### src/rtl/fwd_scoreboard_pkg.sv
// Shared types and encodings for the forwarding scoreboard.
// Stage entries carry a fixed-width address field; narrower register files zero-extend into it.
package fwd_scoreboard_pkg;

  localparam int SB_ADDR_MAX_W  = 16;
  localparam int FWD_REGFILE    = 0;
  localparam int FWD_STAGE_BASE = 1;

  typedef struct packed {
    logic                     valid;
    logic [SB_ADDR_MAX_W-1:0] addr;
    logic                     is_load;
  } sb_entry_t;

  // Width of a forward select able to encode "register file" plus n stage indices.
  function automatic int sel_width(input int n);
    return (n < 1) ? 1 : $clog2(n + 1);
  endfunction

endpackage

### src/rtl/fwd_scoreboard_if.sv
// Decode-side issue bundle and the forwarding/stall results returned to it.
interface fwd_scoreboard_if #(
  parameter int ADDR_W   = 5,
  parameter int NUM_READ = 2,
  parameter int SEL_W    = 2
);
  logic                       issue_valid;
  logic                       issue_reg_write_enable;
  logic [ADDR_W-1:0]          issue_reg_write_addr;
  logic                       issue_is_load;
  logic [NUM_READ*ADDR_W-1:0] issue_read_addr;
  logic [NUM_READ-1:0]        issue_read_use;
  logic [NUM_READ*SEL_W-1:0]  forward_sel;
  logic                       stall_flag;

  modport master (
    output issue_valid, issue_reg_write_enable, issue_reg_write_addr,
           issue_is_load, issue_read_addr, issue_read_use,
    input  forward_sel, stall_flag
  );

  modport slave (
    input  issue_valid, issue_reg_write_enable, issue_reg_write_addr,
           issue_is_load, issue_read_addr, issue_read_use,
    output forward_sel, stall_flag
  );
endinterface

### src/rtl/fwd_scoreboard_sat_counter.sv
// Saturating event counter with synchronous clear that takes priority over increment.
module sat_counter #(
  parameter int CNT_W = 16
) (
  input  logic             clk,
  input  logic             rst,
  input  logic             inc_i,
  input  logic             clear_i,
  output logic [CNT_W-1:0] count_o
);

  logic [CNT_W-1:0] count_q;
  logic [CNT_W-1:0] count_d;

  always_comb begin
    count_d = count_q;
    if (clear_i) begin
      count_d = '0;
    end else if (inc_i && (count_q != '1)) begin
      count_d = count_q + 1'b1;
    end
  end

  // NOTE: state registers use non-blocking assignment so every flop samples pre-edge values.
  always_ff @(posedge clk or posedge rst) begin
    if (rst) begin
      count_q <= '0;
    end else begin
      count_q <= count_d;
    end
  end

  assign count_o = count_q;

endmodule

### src/rtl/fwd_scoreboard.sv
// Data-hazard scoreboard: tracks in-flight writers, picks the youngest forwarding source
// per read port, detects load-use hazards and applies branch flushes to the younger stages.
module fwd_scoreboard
  import fwd_scoreboard_pkg::*;
#(
  parameter int ADDR_W           = 5,
  parameter int NUM_READ         = 2,
  parameter int NUM_STAGES       = 3,
  parameter int LOAD_READY_STAGE = 1,
  parameter int FLUSH_DEPTH      = 2,
  parameter int CNT_W            = 16
) (
  input  logic             clk,
  input  logic             rst,
  fwd_scoreboard_if.slave  sb_if,
  input  logic             flush_i,
  input  logic             cnt_clear_i,
  output logic [CNT_W-1:0] stall_cnt_o,
  output logic [CNT_W-1:0] fwd_cnt_o
);

  localparam int SEL_W = sel_width(NUM_STAGES);

  sb_entry_t                 stage_q [NUM_STAGES];
  sb_entry_t                 stage_d [NUM_STAGES];
  logic [NUM_READ-1:0]       load_hit;
  logic [NUM_READ*SEL_W-1:0] sel_raw;
  logic                      hazard;
  logic                      stall;
  logic                      capture;
  logic                      fwd_inc;

  for (genvar p = 0; p < NUM_READ; p++) begin : g_port
    logic [ADDR_W-1:0]     rd_addr;
    logic [NUM_STAGES-1:0] hit;
    logic [SEL_W-1:0]      sel;
    logic                  lh;

    assign rd_addr = sb_if.issue_read_addr[p*ADDR_W +: ADDR_W];

    for (genvar i = 0; i < NUM_STAGES; i++) begin : g_stage
      assign hit[i] = sb_if.issue_valid && sb_if.issue_read_use[p] &&
                      stage_q[i].valid && (rd_addr != '0) &&
                      (stage_q[i].addr == SB_ADDR_MAX_W'(rd_addr));
    end

    // Scan oldest to youngest so the lowest matching stage is the one that sticks.
    always_comb begin
      sel = SEL_W'(FWD_REGFILE);
      lh  = 1'b0;
      for (int i = NUM_STAGES - 1; i >= 0; i--) begin
        if (hit[i]) begin
          sel = SEL_W'(FWD_STAGE_BASE + i);
          lh  = stage_q[i].is_load && (i < LOAD_READY_STAGE);
        end
      end
    end

    assign load_hit[p]                 = lh;
    assign sel_raw[p*SEL_W +: SEL_W]   = sel;
  end

  assign hazard  = |load_hit;
  assign stall   = hazard && !flush_i;
  assign capture = sb_if.issue_valid && !stall && !flush_i;
  assign fwd_inc = capture && (|sel_raw);

  assign sb_if.stall_flag  = stall;
  assign sb_if.forward_sel = stall ? '0 : sel_raw;

  // NOTE: every stage_d element is given a default before any condition, so no latch is inferred.
  always_comb begin
    for (int i = 0; i < NUM_STAGES; i++) begin
      stage_d[i] = '0;
    end
    if (capture && sb_if.issue_reg_write_enable && (sb_if.issue_reg_write_addr != '0)) begin
      stage_d[0].valid   = 1'b1;
      stage_d[0].addr    = SB_ADDR_MAX_W'(sb_if.issue_reg_write_addr);
      stage_d[0].is_load = sb_if.issue_is_load;
    end
    for (int i = 1; i < NUM_STAGES; i++) begin
      stage_d[i] = stage_q[i-1];
    end
    if (flush_i) begin
      for (int i = 0; (i < FLUSH_DEPTH) && (i < NUM_STAGES); i++) begin
        stage_d[i] = '0;
      end
    end
  end

  // NOTE: the stage array is a handful of flops, not a RAM, so it is reset to drop in-flight writers.
  always_ff @(posedge clk or posedge rst) begin
    if (rst) begin
      for (int i = 0; i < NUM_STAGES; i++) begin
        stage_q[i] <= '0;
      end
    end else begin
      for (int i = 0; i < NUM_STAGES; i++) begin
        stage_q[i] <= stage_d[i];
      end
    end
  end

  sat_counter #(.CNT_W(CNT_W)) u_stall_cnt (
    .clk     (clk),
    .rst     (rst),
    .inc_i   (stall),
    .clear_i (cnt_clear_i),
    .count_o (stall_cnt_o)
  );

  sat_counter #(.CNT_W(CNT_W)) u_fwd_cnt (
    .clk     (clk),
    .rst     (rst),
    .inc_i   (fwd_inc),
    .clear_i (cnt_clear_i),
    .count_o (fwd_cnt_o)
  );

endmodule

### src/flat_wrapper.sv
// flat-port wrapper written by rule: the top's interface ports become plain ports
module fwd_scoreboard_flat import fwd_scoreboard_pkg::*;
#(
  parameter int ADDR_W           = 5,
  parameter int NUM_READ         = 2,
  parameter int NUM_STAGES       = 3,
  parameter int LOAD_READY_STAGE = 1,
  parameter int FLUSH_DEPTH      = 2,
  parameter int CNT_W            = 16
)
  (clk, rst, flush_i, cnt_clear_i, stall_cnt_o, fwd_cnt_o, sb_if_issue_valid, sb_if_issue_reg_write_enable, sb_if_issue_reg_write_addr, sb_if_issue_is_load, sb_if_issue_read_addr, sb_if_issue_read_use, sb_if_forward_sel, sb_if_stall_flag);
  fwd_scoreboard_if #(.ADDR_W(ADDR_W), .NUM_READ(NUM_READ), .SEL_W(2)) sb_if_i ();
  input  logic clk;
  input  logic rst;
  input  logic flush_i;
  input  logic cnt_clear_i;
  output logic [CNT_W-1:0] stall_cnt_o;
  output logic [CNT_W-1:0] fwd_cnt_o;
  input wire logic [$bits(sb_if_i.issue_valid)-1:0] sb_if_issue_valid;
  input wire logic [$bits(sb_if_i.issue_reg_write_enable)-1:0] sb_if_issue_reg_write_enable;
  input wire logic [$bits(sb_if_i.issue_reg_write_addr)-1:0] sb_if_issue_reg_write_addr;
  input wire logic [$bits(sb_if_i.issue_is_load)-1:0] sb_if_issue_is_load;
  input wire logic [$bits(sb_if_i.issue_read_addr)-1:0] sb_if_issue_read_addr;
  input wire logic [$bits(sb_if_i.issue_read_use)-1:0] sb_if_issue_read_use;
  output wire logic [$bits(sb_if_i.forward_sel)-1:0] sb_if_forward_sel;
  output wire logic [$bits(sb_if_i.stall_flag)-1:0] sb_if_stall_flag;
  assign sb_if_i.issue_valid = sb_if_issue_valid;
  assign sb_if_i.issue_reg_write_enable = sb_if_issue_reg_write_enable;
  assign sb_if_i.issue_reg_write_addr = sb_if_issue_reg_write_addr;
  assign sb_if_i.issue_is_load = sb_if_issue_is_load;
  assign sb_if_i.issue_read_addr = sb_if_issue_read_addr;
  assign sb_if_i.issue_read_use = sb_if_issue_read_use;
  assign sb_if_forward_sel = sb_if_i.forward_sel;
  assign sb_if_stall_flag = sb_if_i.stall_flag;
  fwd_scoreboard #(.ADDR_W(ADDR_W), .NUM_READ(NUM_READ), .NUM_STAGES(NUM_STAGES), .LOAD_READY_STAGE(LOAD_READY_STAGE), .FLUSH_DEPTH(FLUSH_DEPTH), .CNT_W(CNT_W)) u_core (.clk(clk), .rst(rst), .sb_if(sb_if_i), .flush_i(flush_i), .cnt_clear_i(cnt_clear_i), .stall_cnt_o(stall_cnt_o), .fwd_cnt_o(fwd_cnt_o));
endmodule
### config.mk
export PLATFORM = sky130hd
export DESIGN_NAME = fwd_scoreboard_flat
export DESIGN_NICKNAME = d
export VERILOG_FILES = /design/src/rtl/fwd_scoreboard_pkg.sv /design/src/rtl/fwd_scoreboard_if.sv /design/src/rtl/fwd_scoreboard_sat_counter.sv /design/src/rtl/fwd_scoreboard.sv /design/src/flat_wrapper.sv
export SDC_FILE = /design/constraint.sdc
export NUM_CORES = 1
export LEC_CHECK = 0
export ABC_AREA = 1
export CAP_MARGIN = 10
export CORE_UTILIZATION = 45
export CTS_BUF_LIST = sky130_fd_sc_hd__clkbuf_2
export DETAILED_ROUTE_END_ITERATION = 8
export PLACE_DENSITY_LB_ADDON = 0.1
export SLEW_MARGIN = 20
export SYNTH_ARGS = -nofsm -noshare
export SYNTH_HDL_FRONTEND = slang
export SYNTH_SLANG_ARGS = --single-unit
### constraint.sdc
create_clock -name clk -period 2.1 [get_ports clk]
set_input_delay 0.63 -clock clk [delete_from_list [all_inputs] [get_ports clk]]
set_output_delay 0.63 -clock clk [all_outputs]
set_load 0.01 [all_outputs]
==> flow_summary.toml <==
[layout]
num-fill-cells = 687
syn2layout_area_growth_pct = 48.7
fin_nets = 770
drive_gt1_share_pct = 29.6
antenna_cells = 0
final_core_util_pct = 69.8

[worst_setup_path]
crit_cells = 9
reg2reg_slack_ns = -0.34
worst-path-buf-inv = 2
r2r-start = "u_core.stage_d[4]"
startpoint_type = "flip-flop"
max_stage_delay_ns = 0.52
crit_path_end_kind = "output port"
r2r_end = "u_core.u_fwd_cnt.count_o[14]"
path_class = "flip-flop to output port"
cp.arrival_ns = 1.90
crit_family = "flip-flops"
crit_top_cell = "nand2_4"
rr_worst_depth = 20
cp_cell_sequence = "xnor2_2 > nand2_2 > nor2_4 > nand2_4 > nand2_4 > nand2_4 > inv_6 > nor3_4 > buf_2"
critPathRequiredTime_ns = 1.47
cp_max_fo = 4
cpMaxStageDelayCell = "dfrtp_2"

[placement]
gp_congestion = 0.950
hpwlAfterDp_um = 7900
pre_cts_ws_ns = -1.25
io_buffers = 60

[synth]
synthCells = 577
synth.area.top_cells = "dfrtp_1 35%, nand2_1 20%, nand3_1 9.0%"
ys_ff_latch = 51
synth_top_area_cell = "dfrtp_1"
synth_top_area_share_pct = 34.8
yosysUniqueCellTypes = 30
synth-seq-area-share_pct = 34.8
yosysWarnings = 0
syn_nets = 603
avgSynthCellArea_um2 = 6.35
synth_area_um2 = 3670

[routing]
dr.pass1.iters = 4
ant_nets = 0
drc = 0
vias = 4235
via_per_inst = 5.01
avgRoutedWirePerCell_um = 13.4
routed_wl_um = 11300
drt_iter0_drc = 316

[cts]
insertion_delay_ns = 0.46
htree_levels = 2
cts.sinks = 51
cts_tree = "yes"
cts_root_buffer = "clkbuf_2"
ctsHoldBuffers = 0
numCtsBuffers = 5
path_clk_slew_ns = 0.31
clock_path_buffers = 2

[global_route]
grt_max_degree = 52
grt_pass1_wl_um = 18700
track_usage_pct = 27.9
grt_use_met2_pct = 45.1
grt_pass1_vias = 3912
grt_overflow = 0
met1_usage_pct = 39.7
use_met3_pct = 4.06
grt_busiest_layer = "met2"
grt_antenna_before_repair = 0

[min_path]
min-delay-path-class = "flip-flop to flip-flop"
holdPathEnd = "u_core.stage_q[17]"
worstHoldStart = "u_core.stage_d[17]"
worst_hold_path.num_cells = 0

[sta]
finalClockSkew_ns = 0.0495
post-route-min-period_ns = 2.53
rsz0062_at_grt = "true"
hold_viol_final = 0
period_share_pct = 120
worst_pin_slew_ns = 0.382
setup_viol = 21
fmax_mhz = 395
maxSlewHeadroom_pct = 74.6
setup_tns_ns = -7.26
fin_ws_ns = -0.430
maxSlewViolCount = 0

[outcome]
violations = "setup timing"
outcome = "finished with violations"

[floorplanning]
core_area_um2 = 7810
initial_core_util_pct = 47.0
die_h_um = 92.3
io_pins = 61
die_area_um2 = 8510
row_count = 32
die_x_um = 92.3

[pwr]
powerDensity_nw_per_um2 = 317
p_leak_nw = 3.12
irDropWorstVdd_mv = 0.337

[run]
maxCapViolations = 0
==> cell type report <==
class	count	area, µm²	share of cell area (%)
multi-input cells	428	2200	40.3
repair buffers	170	1460	26.8
well taps	102	128	2.34
clock buffers	5	25.0	0.459
inverters	88	338	6.20
flip-flops and latches	51	1290	23.7
clock inverters	1	7.51	0.138
==> cells in the final DEF (no fill, tap or decap), types with 3 or more instances in the layout <==
master	instances
inv_1	72
xnor2_1	9
dfrtp_1	37
buf_12	3
nor2_4	9
o21ai_0	5
inv_2	14
xor2_1	8
clkdlybuf4s15_1	3
buf_2	8
buf_4	106
nor3_1	8
nand3_2	4
nand2_4	4
nand2_2	18
clkdlybuf4s50_1	29
clkdlybuf4s15_2	6
a21oi_1	4
nand4_1	18
nand3_1	65
nor4_1	4
nand2_1	179
dfrtp_2	14
dlymetal6s2s_1	12
nor2_2	16
nor2_1	61
xnor2_2	3
clkbuf_2	5
==> power breakdown <==
group	internal, mW	switching (mW)	leakage, nW
combinational	0.144	0.182	2.42
sequential	0.993	0.00914	0.686
clock	0.0689	0.333	0.0209
==> kinds of logic after synthesis <==
| logic type | count (synthesis) | share of synthesized area, % |
|---|---|---|
| adders and majority gates | 2 | 0.682 |
| buffers and inverters | 98 | 10.9 |
| AOI/OAI and AO/OA | 14 | 2.39 |
| xor gates and xnor gates | 21 | 5.02 |
| and+or+nand+nor | 391 | 46.2 |
| DFF | 51 | 34.8 |
==> layer usage <==
metal | share of wire (%) | up-vias
li1 | - | 2137
met5 | 0 | -
met2 | 47 | 132
met3 | 5.2 | 16
met1 | 46 | 1950
met4 | 1.3 | 0
==> sequential cells by signal (all words and copies together), names as in the netlist <==
register	cells
u_core.stage_d	6
u_core.stage_q	13
u_core.u_fwd_cnt.count_o	16
u_core.u_stall_cnt.count_o	16
==> Yosys cell counts, drive strengths merged <==
cell type	instances
xnor2	13
clkbuf	5
o21ai	7
and3	1
nand4	18
nor4	4
xor2	8
o211ai	1
dfrtp	51
a21oi	5
nand2	201
nor3	11
nor2	86
inv	88
a31o	1
nand3	69
and2	1
ha	2
buf	5
==> worst max path at each step <==
stage	end	start	slack [ns]
after floorplan	sb_if_forward_sel[1]	sb_if_issue_read_addr[1]	-0.04
after global placement	sb_if_forward_sel[1]	sb_if_issue_read_use[0]	-1.22
after detailed placement	sb_if_forward_sel[1]	sb_if_issue_valid	-1.25
after CTS	sb_if_forward_sel[1]	u_core.stage_q[38]	-0.43
after global routing	sb_if_forward_sel[2]	u_core.stage_q[37]	-0.55
final	sb_if_forward_sel[1]	u_core.stage_q[37]	-0.43
==> what timing repair did <==
item / CTS / global route
setup endpoints to repair: 59 / 34
endpoints found under the hold margin: 0 / 0
pin swaps: 24 / 17
buffers inserted: 51 / 11
gates resized for setup: 113 / 40
==> metrics by stage <==
step                      cell area, µm²  cells  total power, mW  hold slack, ns
after floorplan                     3700    577             1.15           0.375
after global placement              4750    778             1.29           0.390
after detailed placement            4750    778             1.30           0.391
after CTS                           5260    834             1.72           0.394
after global routing                5450    845             1.83           0.442
final                               5450    845             1.73           0.378
Note: power is estimated with default switching activity, not from simulation.
